**src/rtl/scan_ctrl_pkg.sv**
```systemverilog
// rtl/scan_ctrl_pkg.sv - shared state encoding and counter sizing for scan_ctrl
package scan_ctrl_pkg;

  typedef enum logic [1:0] {
    IDLE    = 2'd0,
    SHIFT   = 2'd1,
    CAPTURE = 2'd2,
    DONE    = 2'd3
  } state_t;

  function automatic int cnt_width(input int len);
    return $clog2(len + 1);
  endfunction

endpackage

```
**src/rtl/scan_ctrl.sv**
```systemverilog
// rtl/scan_ctrl.sv - serial scan chain sequencer: load pattern, optional capture, unload old contents
module scan_ctrl
  import scan_ctrl_pkg::*;
#(
  parameter int CHAIN_LEN = 16,
  parameter int CNT_W     = cnt_width(CHAIN_LEN)
) (
  input  logic                 i_clk,
  input  logic                 i_rst_n,
  input  logic                 i_in_valid,
  output logic                 o_in_ready,
  input  logic [CHAIN_LEN-1:0] i_in_data,
  input  logic                 i_in_capture,
  output logic                 o_out_valid,
  input  logic                 i_out_ready,
  output logic [CHAIN_LEN-1:0] o_out_data,
  output logic                 o_se,
  output logic                 o_si,
  input  logic                 i_so,
  output logic                 o_cap_en
);

  localparam logic [CNT_W-1:0] LAST_CNT = CNT_W'(CHAIN_LEN - 1);

  state_t                r_state;
  state_t                w_next;
  logic [CNT_W-1:0]      r_cnt;
  logic [CHAIN_LEN-1:0]  r_pattern;
  logic                  r_cap_flag;
  logic [CHAIN_LEN-1:0]  r_out_data;
  logic                  r_se;
  logic                  r_si;
  logic                  r_cap_en;
  logic                  r_out_valid;

  logic [CNT_W-1:0]      w_cnt_inc;
  logic                  w_last;
  logic [CHAIN_LEN-1:0]  w_bit_mask;
  logic [CHAIN_LEN-1:0]  w_pat_shr;

  assign w_cnt_inc  = r_cnt + 1'b1;
  assign w_last     = (r_cnt == LAST_CNT);
  // Shift-based indexing keeps the counter width independent of the chain index width.
  assign w_bit_mask = CHAIN_LEN'(1) << w_cnt_inc;
  assign w_pat_shr  = r_pattern >> w_cnt_inc;

  always_comb begin
    w_next = r_state;
    case (r_state)
      IDLE:    if (i_in_valid) w_next = SHIFT;
      SHIFT:   if (w_last) w_next = r_cap_flag ? CAPTURE : DONE;
      CAPTURE: w_next = DONE;
      DONE:    if (i_out_ready) w_next = IDLE;
      default: w_next = IDLE;
    endcase
  end

  always_ff @(posedge i_clk or negedge i_rst_n) begin
    if (!i_rst_n) begin
      r_state <= IDLE;
    end else begin
      r_state <= w_next;
    end
  end

  always_ff @(posedge i_clk or negedge i_rst_n) begin
    if (!i_rst_n) begin
      r_cnt       <= '0;
      r_pattern   <= '0;
      r_cap_flag  <= 1'b0;
      r_out_data  <= '0;
      r_se        <= 1'b0;
      r_si        <= 1'b0;
      r_cap_en    <= 1'b0;
      r_out_valid <= 1'b0;
    end else begin
      r_se        <= (w_next == SHIFT);
      r_cap_en    <= (w_next == CAPTURE);
      r_out_valid <= (w_next == DONE);
      case (r_state)
        IDLE: begin
          if (i_in_valid) begin
            r_pattern  <= i_in_data;
            r_cap_flag <= i_in_capture;
            r_cnt      <= '0;
            r_out_data <= CHAIN_LEN'(i_so);
            r_si       <= i_in_data[0];
          end
        end
        SHIFT: begin
          // The final edge sees the new pattern's first bit on SO, so it is not sampled.
          if (!w_last) begin
            r_cnt      <= w_cnt_inc;
            r_out_data <= (r_out_data & ~w_bit_mask) | (i_so ? w_bit_mask : '0);
            r_si       <= w_pat_shr[0];
          end else begin
            r_si <= 1'b0;
          end
        end
        default: ;
      endcase
    end
  end

  assign o_in_ready  = (r_state == IDLE);
  assign o_out_valid = r_out_valid;
  assign o_out_data  = r_out_data;
  assign o_se        = r_se;
  assign o_si        = r_si;
  assign o_cap_en    = r_cap_en;

endmodule

```
**config.mk**
```make
export PLATFORM = sky130hd
export DESIGN_NAME = scan_ctrl
export DESIGN_NICKNAME = d
export VERILOG_FILES = /design/src/rtl/scan_ctrl_pkg.sv /design/src/rtl/scan_ctrl.sv
export SDC_FILE = /design/constraint.sdc
export NUM_CORES = 1
export LEC_CHECK = 0
export BUFFER_PORTS_ARGS = -buffer_cell sky130_fd_sc_hd__buf_2
export CAP_MARGIN = 30
export CORE_ASPECT_RATIO = 1.1
export CORE_UTILIZATION = 50
export DETAILED_ROUTE_END_ITERATION = 8
export PLACE_DENSITY = 0.76
export SLEW_MARGIN = 20
export SYNTH_ARGS = -nofsm -noshare
export SYNTH_HDL_FRONTEND = slang
export SYNTH_SLANG_ARGS = --single-unit
```
**constraint.sdc**
```tcl
create_clock -name i_clk -period 2.05 [get_ports i_clk]
set_clock_uncertainty 0.05 [all_clocks]
set_input_delay 0.41 -clock i_clk [delete_from_list [all_inputs] [get_ports i_clk]]
set_output_delay 0.41 -clock i_clk [all_outputs]
set_load 0.03 [all_outputs]
```
After elaboration in Yosys (flattened, before gate mapping):

Index checks and enable logic that the tools add are counted.

* register bits: 44
* latch bits: 0
* RAM bits: 0
* ROM bits: 0
* bits of input ports: 22
* output and inout bits: 21
* word-level logic and storage cells: 44
* memories kept: 0

* add/sub/neg operators: 1
* $mul: 0
* div/mod/pow operators: 0
* order comparisons: 0
* eq/ne operators: 9
* shift-type cells: 2
* multiplexer cells: 15
* bitwise gates (word level): 3
* reduce and logical (&&, ||, !) cells: 5

Operators by type and width (number)
* 2-to-1 mux 16 bit: 3
* one-hot mux 16 bit (2 select lines): 1
* AND 16 bit: 1
* NOT 16 bit: 1
* bitwise OR 16 bit: 1
* left shift 1 x 5 -> 16 bit (first input constant): 1
* right shift 16 x 5 -> 1 bit: 1
* 2-to-1 mux 5 bit: 2
* one-hot mux 5 bit (2 select lines): 1
* == test 2 bit (second input constant): 4
* one-hot mux 2 bit (4 select lines): 1
* 2-to-1 mux 2 bit: 3
* adder 5 x 1 -> 5 bit (second input constant): 1
* == test 5 x 4 -> 1 bit (second input constant): 1
* == test 2 x 1 -> 1 bit (second input constant): 2
* inequality test 2 bit (second input constant): 2
* AND reduction 2 bit: 2
* 2-to-1 mux 1 bit: 3
* AND reduction 3 bit: 1
* logical NOT 2 bit: 1
* one-hot mux 1 bit (2 select lines): 1
* nonzero test 2 bit: 1

Logic depth before layout (Yosys ltp):

Gate-level depths: netlist of run 1.

* depth after elaboration: 7
* gate-level depth with buffers: 11
* mapped depth without buffers: 7

Worst setup path before layout of run 1:

OpenSTA, ideal clock, no wires.

* path type: reg-to-reg
* start: register r_cnt[1]
* end: register r_out_data[4] (netlist: o_out_data[4])
* setup time: 0.134 ns
* arrival time: 1.994 ns
* data required time: 1.866 ns
* slack: -0.128 ns
* cell stages (with the launch flop): 12
* path buffers: 4
* period minus slack after synthesis: 2.178 ns
* cells stage by stage: dfrtp_1 ha_1 clkbuf_8 and3_1 ha_1 and2b_1 clkbuf_8 nor2_4 buf_6 buf_6 o21ai_1 o21ai_0

* cells in the longest elaborated chain, start to end: 7
* elaborated cells on any way between the ends: 11
* classes of those cells: add/sub (1); eq/ne (2); shift (1); mux (3); bitwise (3); reduce/logical (1)

RTL lines
* from (decl): line scan_ctrl.sv:27 `logic [CNT_W-1:0] r_cnt;`
* from (signal assigned): line scan_ctrl.sv:93 `r_cnt <= w_cnt_inc;`
* adder 5 x 1 -> 5 bit: line scan_ctrl.sv:41 `assign w_cnt_inc = r_cnt + 1'b1;`
* left shift 1 x 5 -> 16 bit: line scan_ctrl.sv:44 `assign w_bit_mask = CHAIN_LEN'(1) << w_cnt_inc;`
* NOT 16 bit: line scan_ctrl.sv:94 `r_out_data <= (r_out_data & ~w_bit_mask) | (i_so ? w_bit_mask : '0);`
* AND 16 bit: line scan_ctrl.sv:94
* bitwise OR 16 bit: line scan_ctrl.sv:94
* 2-to-1 mux 16 bit: line scan_ctrl.sv:92 `if (!w_last) begin`
* one-hot mux 16 bit (2 select lines): line scan_ctrl.sv:80 `case (r_state)`
* to (signal assigned): line scan_ctrl.sv:86 `r_out_data <= CHAIN_LEN'(i_so);`
* to (signal assigned): line scan_ctrl.sv:94
* to (decl): line scan_ctrl.sv:30 `logic [CHAIN_LEN-1:0] r_out_data;`

Parallel ways exist; a longest one is shown, timed or not. The select of a mux whose other input is x is not followed.
A chain may end at the register's enable or synchronous reset.

Worst setup path after layout of run 1:

* start: register r_cnt[1]
* end: register r_si (netlist: o_si)

* cells in the longest elaborated chain, start to end: 4
* elaborated cells on any way between the ends: 5
* classes of those cells: add/sub (1); eq/ne (1); shift (1); mux (2)

RTL lines
* adder 5 x 1 -> 5 bit: line scan_ctrl.sv:41
* right shift 16 x 5 -> 1 bit: line scan_ctrl.sv:45 `assign w_pat_shr = r_pattern >> w_cnt_inc;`
* 2-to-1 mux 1 bit *: line scan_ctrl.sv:92
* one-hot mux 1 bit (2 select lines) *: line scan_ctrl.sv:80
* to (signal assigned): line scan_ctrl.sv:87 `r_si <= i_in_data[0];`
* to (signal assigned): line scan_ctrl.sv:95 `r_si <= w_pat_shr[0];`
* to (decl): line scan_ctrl.sv:32 `logic r_si;`

Mark *: on every way between the ends. The rest lies on a longest branch, timed or not.

==> results of run 1 <==
metal layers:
| layer | track usage, % | vias up | part of all wire (%) |
|---|---|---|---|
| li1 | - | 853 | - |
| met1 | 30.1 | 852 | 42 |
| met2 | 36.1 | 57 | 50 |
| met3 | 3.57 | 9 | 5.6 |
| met4 | 9.46 | 0 | 1.7 |
| met5 | 0 | - | 0 |
cells by family (layout without fill, tap and decap cells):
kind of cell             after synthesis  count (layout)  synth area share, %
AO/OA/AOI/OAI                         74              74                 19.6
flip-flops                            44              44                 47.5
AND/OR/NAND/NOR                       37              37                 9.55
buffers and inverters                 27              74                 7.50
multiplexers                          21              21                 12.6
adder cells (fa/ha/maj)                6               6                 3.24
flip-flops by register name, indices dropped and copies added (netlist names), 2 cells and up, named ones only:
name        flops
r_pattern      16
o_out_data     15
r_cnt           5
r_state         2
power breakdown:
part	internal, uW	switching [uW]
clock network	232	274
logic	1130	1500
registers	1250	255
total	2610	2030
path summary, 6_finish.rpt:
path                                  to  slack [ns]  depth (start not counted)
min                         r_pattern[2]        0.02                          2
min in group i_clk            r_cap_flag        0.28                          3
max                                 o_si        0.07                          7
min reg2reg                o_out_data[1]        0.45                          2
max in group asynchronous       r_cnt[0]        1.71                          2
max reg2reg                         o_si        0.07                          7
critical path, stage by stage (launching register included):
cell and delay [ns]:
dfrtp_2 0.42, ha_4 0.15, buf_4 0.16, and2b_2 0.25
a32o_1 0.35, a22oi_2 0.16, nand3_1 0.10, a31o_1 0.22
cell type report:
class	instances	area, sq um
clock buffers	6	72.6
clock inverters	1	5.00
fillers	381	1640
inverters	14	52.6
multi-input cells	138	1100
flip-flops and latches	44	1100
well taps	54	67.6
repair buffers	53	334
Yosys cell counts:
library cell / instances
a21bo_4: 1
and3b_1: 1
a41o_4: 1
a31o_1: 1
nor3_1: 2
buf_6: 4
clkbuf_8: 4
mux2_2: 16
nand3b_2: 1
and2b_1: 1
nand3_2: 1
a21oi_1: 17
nand2_1: 8
a41oi_1: 1
o21ai_1: 5
o22ai_1: 9
nor2_4: 1
ha_1: 6
mux4_1: 2
clkbuf_1: 3
o211ai_1: 2
nor3b_1: 2
nor2b_4: 1
a32oi_1: 1
a32o_1: 1
nor2_1: 5
nor2b_1: 2
inv_1: 14
and2_1: 3
mux4_2: 2
dfrtp_1: 44
a22oi_2: 1
buf_2: 2
o21ai_0: 26
a21oi_2: 1
and2b_2: 1
nand2b_1: 1
and3_1: 1
nand4_1: 2
mux2_4: 1
a21boi_2: 1
a31oi_1: 6
nand3_1: 4
stage by stage:
| stage | utilization (%) | hold slack [ns] | cells | instance area, sq um | TNS (ns) |
|---|---|---|---|---|---|
| final | 62.5 | 0.0228 | 310 | 2740 | 0 |
| after global routing | 62.5 | 0.0479 | 310 | 2740 | 0 |
| after CTS | 62.3 | 0.0358 | 310 | 2730 | 0 |
| after detailed placement | 60.5 | 0.354 | 303 | 2650 | 0 |
| after global placement | 60.5 | 0.348 | 303 | 2650 | 0 |
| after floorplan | - | 0.0644 | 209 | 2370 | -0.00118 |
timing repair:
action,CTS,global route
setup endpoints to repair,0,5
setup buffers,0,0
hold endpoints to repair,0,0
gates resized for setup,0,3
==> key figures, run 1 <==
Outcome
  • Status: completed

Clock network
  • CTS clock-pin slew for the worst setup and hold paths: about 0.08 ns
  • Sink Count: 44
  • Clk_lat worst skew: between 0.2 and 0.3 ns
  • Longest Clk Path Bufs: 2
  • Root buf cell: clkbuf_8
  • Hold buffers post-CTS: 0
  • CTS tree: built
  • Clock buffer count from CTS: 5
  • H-tree depth: 2

Yosys
  • Avg Cell Area, Syn: 11.1 sq um
  • Synth area leader: dfrtp_1
  • Yosys cell types: 43
  • Top post-synthesis cells by area: dfrtp_1 47%, mux2_2 7.8%, o21ai_0 5.6%
  • Yosys warning count: 0
  • FF+latch count, synth: 44
  • Top cell type's share of synthesized area: 47.5%
  • Synthesized net count: 237
  • Seq/Total Area, Yosys: 47.5%
  • Cells after Synth: 209
  • Synth Cell Area: between 2000 and 2500 sq um

Routing
  • Final wirelength: 4810 um
  • DR WL/cell: 15.5 um
  • DR vias: 1771
  • DRC: 0
  • Antenna-violating nets left: 0
  • Starting DRT DRC Count: 149
  • DR vias/cell: 5.71
  • Drt pass-1 iters: 4

Critical path
  • CP Class: flop to flop
  • CP arrival: 2.12 ns
  • CP endpoint kind: flop
  • CP startpoint kind: flop
  • CP max FO: 11
  • WP data required: 2.19 ns
  • R2R Path Start: r_cnt[1]
  • Crit path launch: r_cnt[1]

Global route
  • Total gr overflow: 0
  • Vias in the first global route: approximately 1700
  • Initial antenna violation count: 0
  • Pin count of the biggest net entering global routing: 45
  • First-pass GRT wire length: 8160 um
  • Overall Global Routing Usage: 22.5%

Floorplan
  • Die Span X: 66.9 um
  • Die height: 73.4 um
  • Initial Util: about 53%
  • Die area: 4920 sq um
  • Ports: 43
  • FP Rows: 25
  • Core area: 4380 sq um

Worst hold path
  • Worst min path class: input port to asynchronous set/reset pin

Timing
  • Min cycle time layout: roughly 2.0 ns
  • Slew @ Worst Pin: 0.444 ns
  • Final setup margin: 0.0727 ns
  • Fin crit share: 96.5%
  • Unrepaired setup endpoints after global routing: no
  • Top achievable clock speed: 506 MHz
  • Worst slew margin: 70.4%
  • Hold Violations, Final: 0
  • Final Max Slew Viols: 0
  • Final setup viols: 0

Final layout
  • Most frequent cells in the layout: 42 x dfrtp_1, 42 x buf_2, 21 x o21ai_0
  • Area grow syn2layout: 18.0%
  • Final net count: 284
  • Layout cells sized above 1: roughly two fifths
  • # diodes: 0

Pwr
  • Leakage Power: roughly 0.0012 uW
  • Peak supply drop: between 0.0007 and 0.0008 V
  • Design Power: 4640 uW
  • Cell Pwr Density: 1700 nW/um^2

Place
  • Pre-CTS setup slack: roughly 0.056 ns
  • IO Port Bufs: 42
  • Detailed Place HPWL: between 3000 and 4000 um
  • Placer Congestion: 0.869

Job
  • Max Cap Violations: 0
Note: power is estimated with default switching activity, not from simulation.
==> run 2: changes to the inputs <==
CELL_PAD_IN_SITES_DETAIL_PLACEMENT = 1   (was unset)
CELL_PAD_IN_SITES_GLOBAL_PLACEMENT = 2   (was unset)
CORE_UTILIZATION = 32   (was 50)
PLACE_DENSITY = unset   (was 0.76)
PLACE_DENSITY_LB_ADDON = 0.1   (was unset)
==> run 2 against run 1 <==
Against the previous run:
- register-to-register slack better by 0.04 ns
- the flow now finishes with violations (hold timing)
- first-iteration DRC count down 53%
- critical path type unchanged
- clock power up 39%
- clock-buffer cell count unchanged
==> key figures, run 2 (synthesis results as in run 1) <==
Final layout
  • Largest register FFs: 16 (unchanged)
  • # diodes: 0 (unchanged)
  • Fin cells: 348 (was 310)
  • Filler instances: 779 (was 381)
  • Post-route cell area: 2860 sq um (was 2740 sq um)
  • Top reg by flops: r_pattern (unchanged)
  • Final net count: 290 (was 284)
  • Area grow syn2layout: 23.3% (was 18.0%)
  • Layout cells sized above 1: 41.1% (was 39.1%)
  • Most frequent cells in the layout: 42 x dfrtp_1, 42 x buf_2, 21 x o21ai_0 (unchanged)

Pwr
  • Combinational Power Share: 55.8% (was 56.6%)
  • Pint: 2840 uW (was 2610 uW)
  • Net switching fraction of the power: 42.6% (was 43.7%)
  • Switch Pwr: 2110 uW (was 2030 uW)
  • Sequential group share of total power: 29.9% (was 32.5%)
  • Clk network pwr share: 14.2% (was 10.9%)
  • Cell Pwr Density: 1730 nW/um^2 (was 1700 nW/um^2)
  • Peak supply drop: 0.000626 V (was 0.000744 V)
  • Leakage Power: 0.00127 uW (was 0.00122 uW)

Clock network
  • Longest Clk Path Bufs: 2 (unchanged)
  • Sink Count: 44 (unchanged)
  • CTS tree: built (unchanged)
  • H-tree depth: 2 (unchanged)
  • Clock buffer count from CTS: 5 (unchanged)
  • Root buf cell: clkbuf_8 (unchanged)
  • Clk_lat worst skew: 0.30 ns (was 0.29 ns)
  • CTS clock-pin slew for the worst setup and hold paths: 0.08 ns (about the same)

Timing
  • Final setup margin: 0.115 ns (was 0.0727 ns)
  • Worst slew margin: 69.4% (was 70.4%)
  • Hold Violations, Final: 9 (was 0)
  • Slew @ Worst Pin: 0.459 ns (was 0.444 ns)
  • Min cycle time layout: 1.93 ns (was 1.98 ns)
  • Final Max Slew Viols: 0 (unchanged)
  • Fin crit share: 94.4% (was 96.5%)
  • Final hold slack: -0.0107 ns (was 0.0228 ns)
  • Unrepaired setup endpoints after global routing: no (unchanged)
  • Final setup viols: 0 (unchanged)
  • Top achievable clock speed: 517 MHz (was 506 MHz)

Routing
  • Drt pass-1 iters: 4 (unchanged)
  • Antenna-violating nets left: 0 (unchanged)
  • Final wirelength: 5670 um (was 4810 um)
  • DR vias: 1762 (was 1771)
  • DRC: 0 (unchanged)
  • DR WL/cell: 16.3 um (was 15.5 um)
  • Starting DRT DRC Count: 70 (was 149)
  • DR vias/cell: 5.06 (was 5.71)

Critical path
  • CP Class: flop to flop (unchanged)
  • CP arrival: 2.08 ns (was 2.12 ns)
  • CP endpoint kind: flop (unchanged)
  • R2R Path Start: r_cnt[1] (unchanged)
  • WP data required: 2.19 ns (about the same)
  • Crit path launch: r_cnt[1] (unchanged)
  • CP startpoint kind: flop (unchanged)
  • CP max FO: 11 (unchanged)

Global route
  • Overall Global Routing Usage: 15.9% (was 22.5%)
  • Vias in the first global route: 1831 (was 1739)
  • Pin count of the biggest net entering global routing: 20 (was 45)
  • Total gr overflow: 0 (unchanged)
  • Initial antenna violation count: 0 (unchanged)
  • First-pass GRT wire length: 9550 um (was 8160 um)

Floorplan
  • Die height: 91.3 um (was 73.4 um)
  • Die area: 7590 sq um (was 4920 sq um)
  • FP Rows: 32 (was 25)
  • Core area: 7010 sq um (was 4380 sq um)
  • Ports: 43 (unchanged)
  • Die Span X: 83.2 um (was 66.9 um)
  • Initial Util: 33.1% (was 53.0%)

Outcome
  • Status: finished with violations (was completed)
  • Failing checks: hold timing

Place
  • Pre-CTS setup slack: 0.0318 ns (was 0.0563 ns)
  • Detailed Place HPWL: 4360 um (was 3550 um)
  • DP Area: 2730 sq um (was 2650 sq um)
  • Placer Congestion: 0.713 (was 0.869)
  • IO Port Bufs: 42 (unchanged)
  • Cell total after placement: 340 (was 303)

Job
  • Max Cap Violations: 0 (unchanged)

Worst hold path
  • Worst min path class: input port to asynchronous set/reset pin (unchanged)
==> run 2: final timing paths <==
path | endpoint | slack [ns] | cells past startpoint
setup / recovery | o_si | 0.12 | 7
hold / removal | r_state[0] | -0.01 | 1
setup reg to reg | o_si | 0.12 | 7
hold reg to reg | r_pattern[12] | 0.45 | 1
max in group asynchronous | o_out_data[8] | 1.37 | 2
min in group i_clk | r_state[1] | 0.28 | 2
==> run 2: timing repair <==
item	4_1_cts	5_1_grt
resized for setup	0	2
hold endpoints to repair	0	0
hold buffers	0	0
setup buffers	0	0
setup endpoints to repair	0	4
==> run 2: power groups by stage <==
stage                     registers [uW]  clock network [uW]  logic [uW]
after floorplan                     1750                   0        1750
after global placement              1490                   0        2770
after detailed placement            1510                   0        2770
after CTS                           1490                 730        2780
after global routing                1540                 751        3010
final                               1480                 704        2770
==> run 2: cell type report <==
type	count	area, sq um	share of cell area, %
flip-flops and latches	44	1100	38.6
multi-input cells	138	1100	38.5
repair buffers	59	375	13.1
well taps	85	106	3.72
clock buffers	6	82.6	2.89
inverters	14	52.6	1.84
clock inverters	2	38.8	1.36
==> run 2: through the flow <==
step                setup TNS (ns)  power (uW)  utilization, %
global placement                 0        4270            39.0
finish                           0        4950            40.8
CTS                              0        5010            40.7
detailed placement               0        4280            39.0
global route                     0        5300            40.8
floorplan                 -0.00118        3490               -
==> run 2: worst max-delay path, stage by stage, from the launching register on <==
cell     delay, ns
dfrtp_2       0.41
ha_4          0.14
buf_4         0.17
and2b_2       0.24
a32o_1        0.35
a22oi_2       0.15
nand3_1       0.08
a31o_1        0.22
==> run 2: metal layers <==
layer	share of wire, %	global-route usage, %
met5	0	0
met4	0.97	3.88
met3	3.5	3.09
met2	47	27.0
met1	49	20.8
==> run 3: changes to the inputs <==
CORE_MARGIN = 2   (was unset)
==> run 3 against run 2 <==
Against the previous run:
- the flow now finishes without violations
- final cell count decreased by 0.29%
- routed wire length increased by 2.1%
- flip-flop and latch count unchanged
- final area decreased by 1.8%
- clock-buffer cell count increased by 1
- register-to-register slack got worse by 0.05 ns
- global-route usage decreased by 0.089 points
- die area increased by 4.6%
- utilization decreased by 0.75 points
==> key figures, run 3 (synthesis results as in run 1) <==
Final layout
  • Filler instances: 793 (was 779)
  • Multi-input logic area: 1110 sq um (was 1100 sq um)
  • FF/Latch Area: 1100 sq um (unchanged)
  • Area grow syn2layout: 21.0% (was 23.3%)
  • Largest register FFs: 16 (unchanged)
  • Layout cells sized above 1: 40.1% (was 41.1%)
  • Final net count: 289 (was 290)
  • Most frequent cells in the layout: 42 x dfrtp_1, 42 x buf_2, 21 x o21ai_0 (unchanged)
  • # diodes: 0 (unchanged)
  • Fin cells: 347 (was 348)
  • Top reg by flops: r_pattern (unchanged)

Place
  • Cell total after placement: 339 (was 340)
  • Placer Congestion: 0.749 (was 0.713)
  • Pre-CTS setup slack: 0.0666 ns (was 0.0318 ns)
  • IO Port Bufs: 42 (unchanged)
  • Detailed Place HPWL: 4470 um (was 4360 um)

Routing
  • DR vias/cell: 5.06 (about the same)
  • Antenna-violating nets left: 0 (unchanged)
  • Starting DRT DRC Count: 39 (was 70)
  • DRC: 0 (unchanged)
  • Final wirelength: 5780 um (was 5670 um)
  • DR vias: 1755 (was 1762)
  • Drt pass-1 iters: 4 (unchanged)
  • DR WL/cell: 16.7 um (was 16.3 um)

Critical path
  • CP max FO: 11 (unchanged)
  • CP cell instances: ha_4, buf_4, nor3_1, a41o_4, nand3_2, a21oi_2, mux2_4 (was ha_4, buf_4, and2b_2, a32o_1, a22oi_2, nand3_1, a31o_1)
  • Critical path's top delay family: flip-flops (was compound AO/OA/AOI/OAI gates)
  • CP startpoint kind: flop (unchanged)
  • Crit path launch: r_cnt[1] (unchanged)
  • WP buf/inv: 1 (unchanged)
  • WP data required: 2.19 ns (about the same)
  • CP endpoint kind: flop (unchanged)
  • R2R Path Start: r_cnt[1] (unchanged)
  • Max incr delay on CP: 0.46 ns (was 0.41 ns)
  • Crit path max-delay cell type: dfrtp_2 (unchanged)
  • CP Class: flop to flop (unchanged)
  • CP arrival: 2.12 ns (was 2.08 ns)

Floorplan
  • Initial Util: 33.1% (unchanged)
  • Die height: 93.3 um (was 91.3 um)
  • Ports: 43 (unchanged)
  • Die Span X: 85.2 um (was 83.2 um)
  • FP Rows: 32 (unchanged)
  • Die area: 7950 sq um (was 7590 sq um)
  • Core area: 7010 sq um (unchanged)

Worst hold path
  • Worst min path class: input port to asynchronous set/reset pin (unchanged)

Timing
  • Hold Violations, Final: 0 (was 9)
  • TNS Setup: 0 ns (unchanged)
  • Final hold slack: 0.000553 ns (was -0.0107 ns)
  • Final setup margin: 0.0670 ns (was 0.115 ns)
  • Min cycle time layout: 1.98 ns (was 1.93 ns)
  • Fin crit share: 96.7% (was 94.4%)
  • Unrepaired setup endpoints after global routing: yes (was no)
  • Slew @ Worst Pin: 0.496 ns (was 0.459 ns)
  • Final setup viols: 0 (unchanged)
  • Final Max Slew Viols: 0 (unchanged)
  • Top achievable clock speed: 504 MHz (was 517 MHz)
  • Worst slew margin: 66.9% (was 69.4%)

Clock network
  • Clk_lat worst skew: 0.29 ns (was 0.30 ns)
  • Root buf cell: clkbuf_8 (unchanged)
  • Sink Count: 44 (unchanged)
  • CTS tree: built (unchanged)
  • H-tree depth: 2 (unchanged)
  • Post-CTS setup buffer count: 0 (unchanged)
  • CTS clock-pin slew for the worst setup and hold paths: 0.08 ns (about the same)
  • Clock buffer count from CTS: 5 (unchanged)
  • Longest Clk Path Bufs: 2 (unchanged)

Global route
  • Pin count of the biggest net entering global routing: 20 (unchanged)
  • Vias in the first global route: 1831 (unchanged)
  • Overall Global Routing Usage: 15.8% (was 15.9%)
  • First-pass GRT wire length: 9730 um (was 9550 um)
  • Total gr overflow: 0 (unchanged)
  • Initial antenna violation count: 0 (unchanged)

Outcome
  • Status: completed (was finished with violations)

Pwr
  • Peak supply drop: 0.000602 V (was 0.000626 V)
  • Cell Pwr Density: 1690 nW/um^2 (was 1730 nW/um^2)
  • Leakage Power: 0.00124 uW (was 0.00127 uW)

Job
  • Max Cap Violations: 0 (unchanged)
==> run 3: what timing repair did <==
action,in CTS,in global routing
hold buffers,0,0
gates resized for setup,0,3
hold endpoints to repair,0,0
setup endpoints to repair,0,6
==> run 3: through the flow <==
step | utilization, % | cell area [sq um] | total power [uW]
after global routing | 40.1 | 2810 | 5130
after global placement | 38.7 | 2710 | 4220
final | 40.1 | 2810 | 4750
after floorplan | - | 2370 | 3490
after CTS | 39.9 | 2790 | 4800
after detailed placement | 38.7 | 2710 | 4240
==> run 3: area by class of cell <==
cell class / count / area share [%]
multi-input cells: 138 / 39.5
flip-flops and latches: 44 / 39.3
repair buffers: 58 / 12.7
well taps: 85 / 3.79
clock buffers: 7 / 2.72
inverters: 14 / 1.87
clock inverters: 1 / 0.178
==> run 3: layer usage <==
layer  share of wire, %  global-route usage (%)  up-vias
li1                   -                       -      864
met5                  0                       0        -
met2                 49                    26.4       36
met3                3.7                    3.27        8
met4                1.5                    4.63        0
met1                 46                    20.6      847
==> run 3: power by group <==
group,leakage [uW],internal [uW],switching [uW]
sequential,0.000555,1250,249
clock,0.0000422,240,302
combinational,0.000646,1170,1540
total,0.00124,2660,2100
==> run 3: final timing paths <==
| kind | endpoint | cells past startpoint | slack [ns] |
|---|---|---|---|
| setup / recovery | flop | 7 | 0.07 |
| hold / removal | r_state[1] | 1 | 0.0006 |
| setup reg to reg | flop | 7 | 0.07 |
| hold reg to reg | r_pattern[15] | 1 | 0.46 |
| max in group asynchronous | r_pattern[6] | 2 | 1.45 |
| min in group i_clk | r_cap_flag | 3 | 0.26 |
==> run 3: worst reg2reg max path, stage by stage, from the launching register on <==
cell	delay [ns]
dfrtp_2	0.46
ha_4	0.17
buf_4	0.16
nor3_1	0.31
a41o_4	0.16
nand3_2	0.09
a21oi_2	0.17
mux2_4	0.30
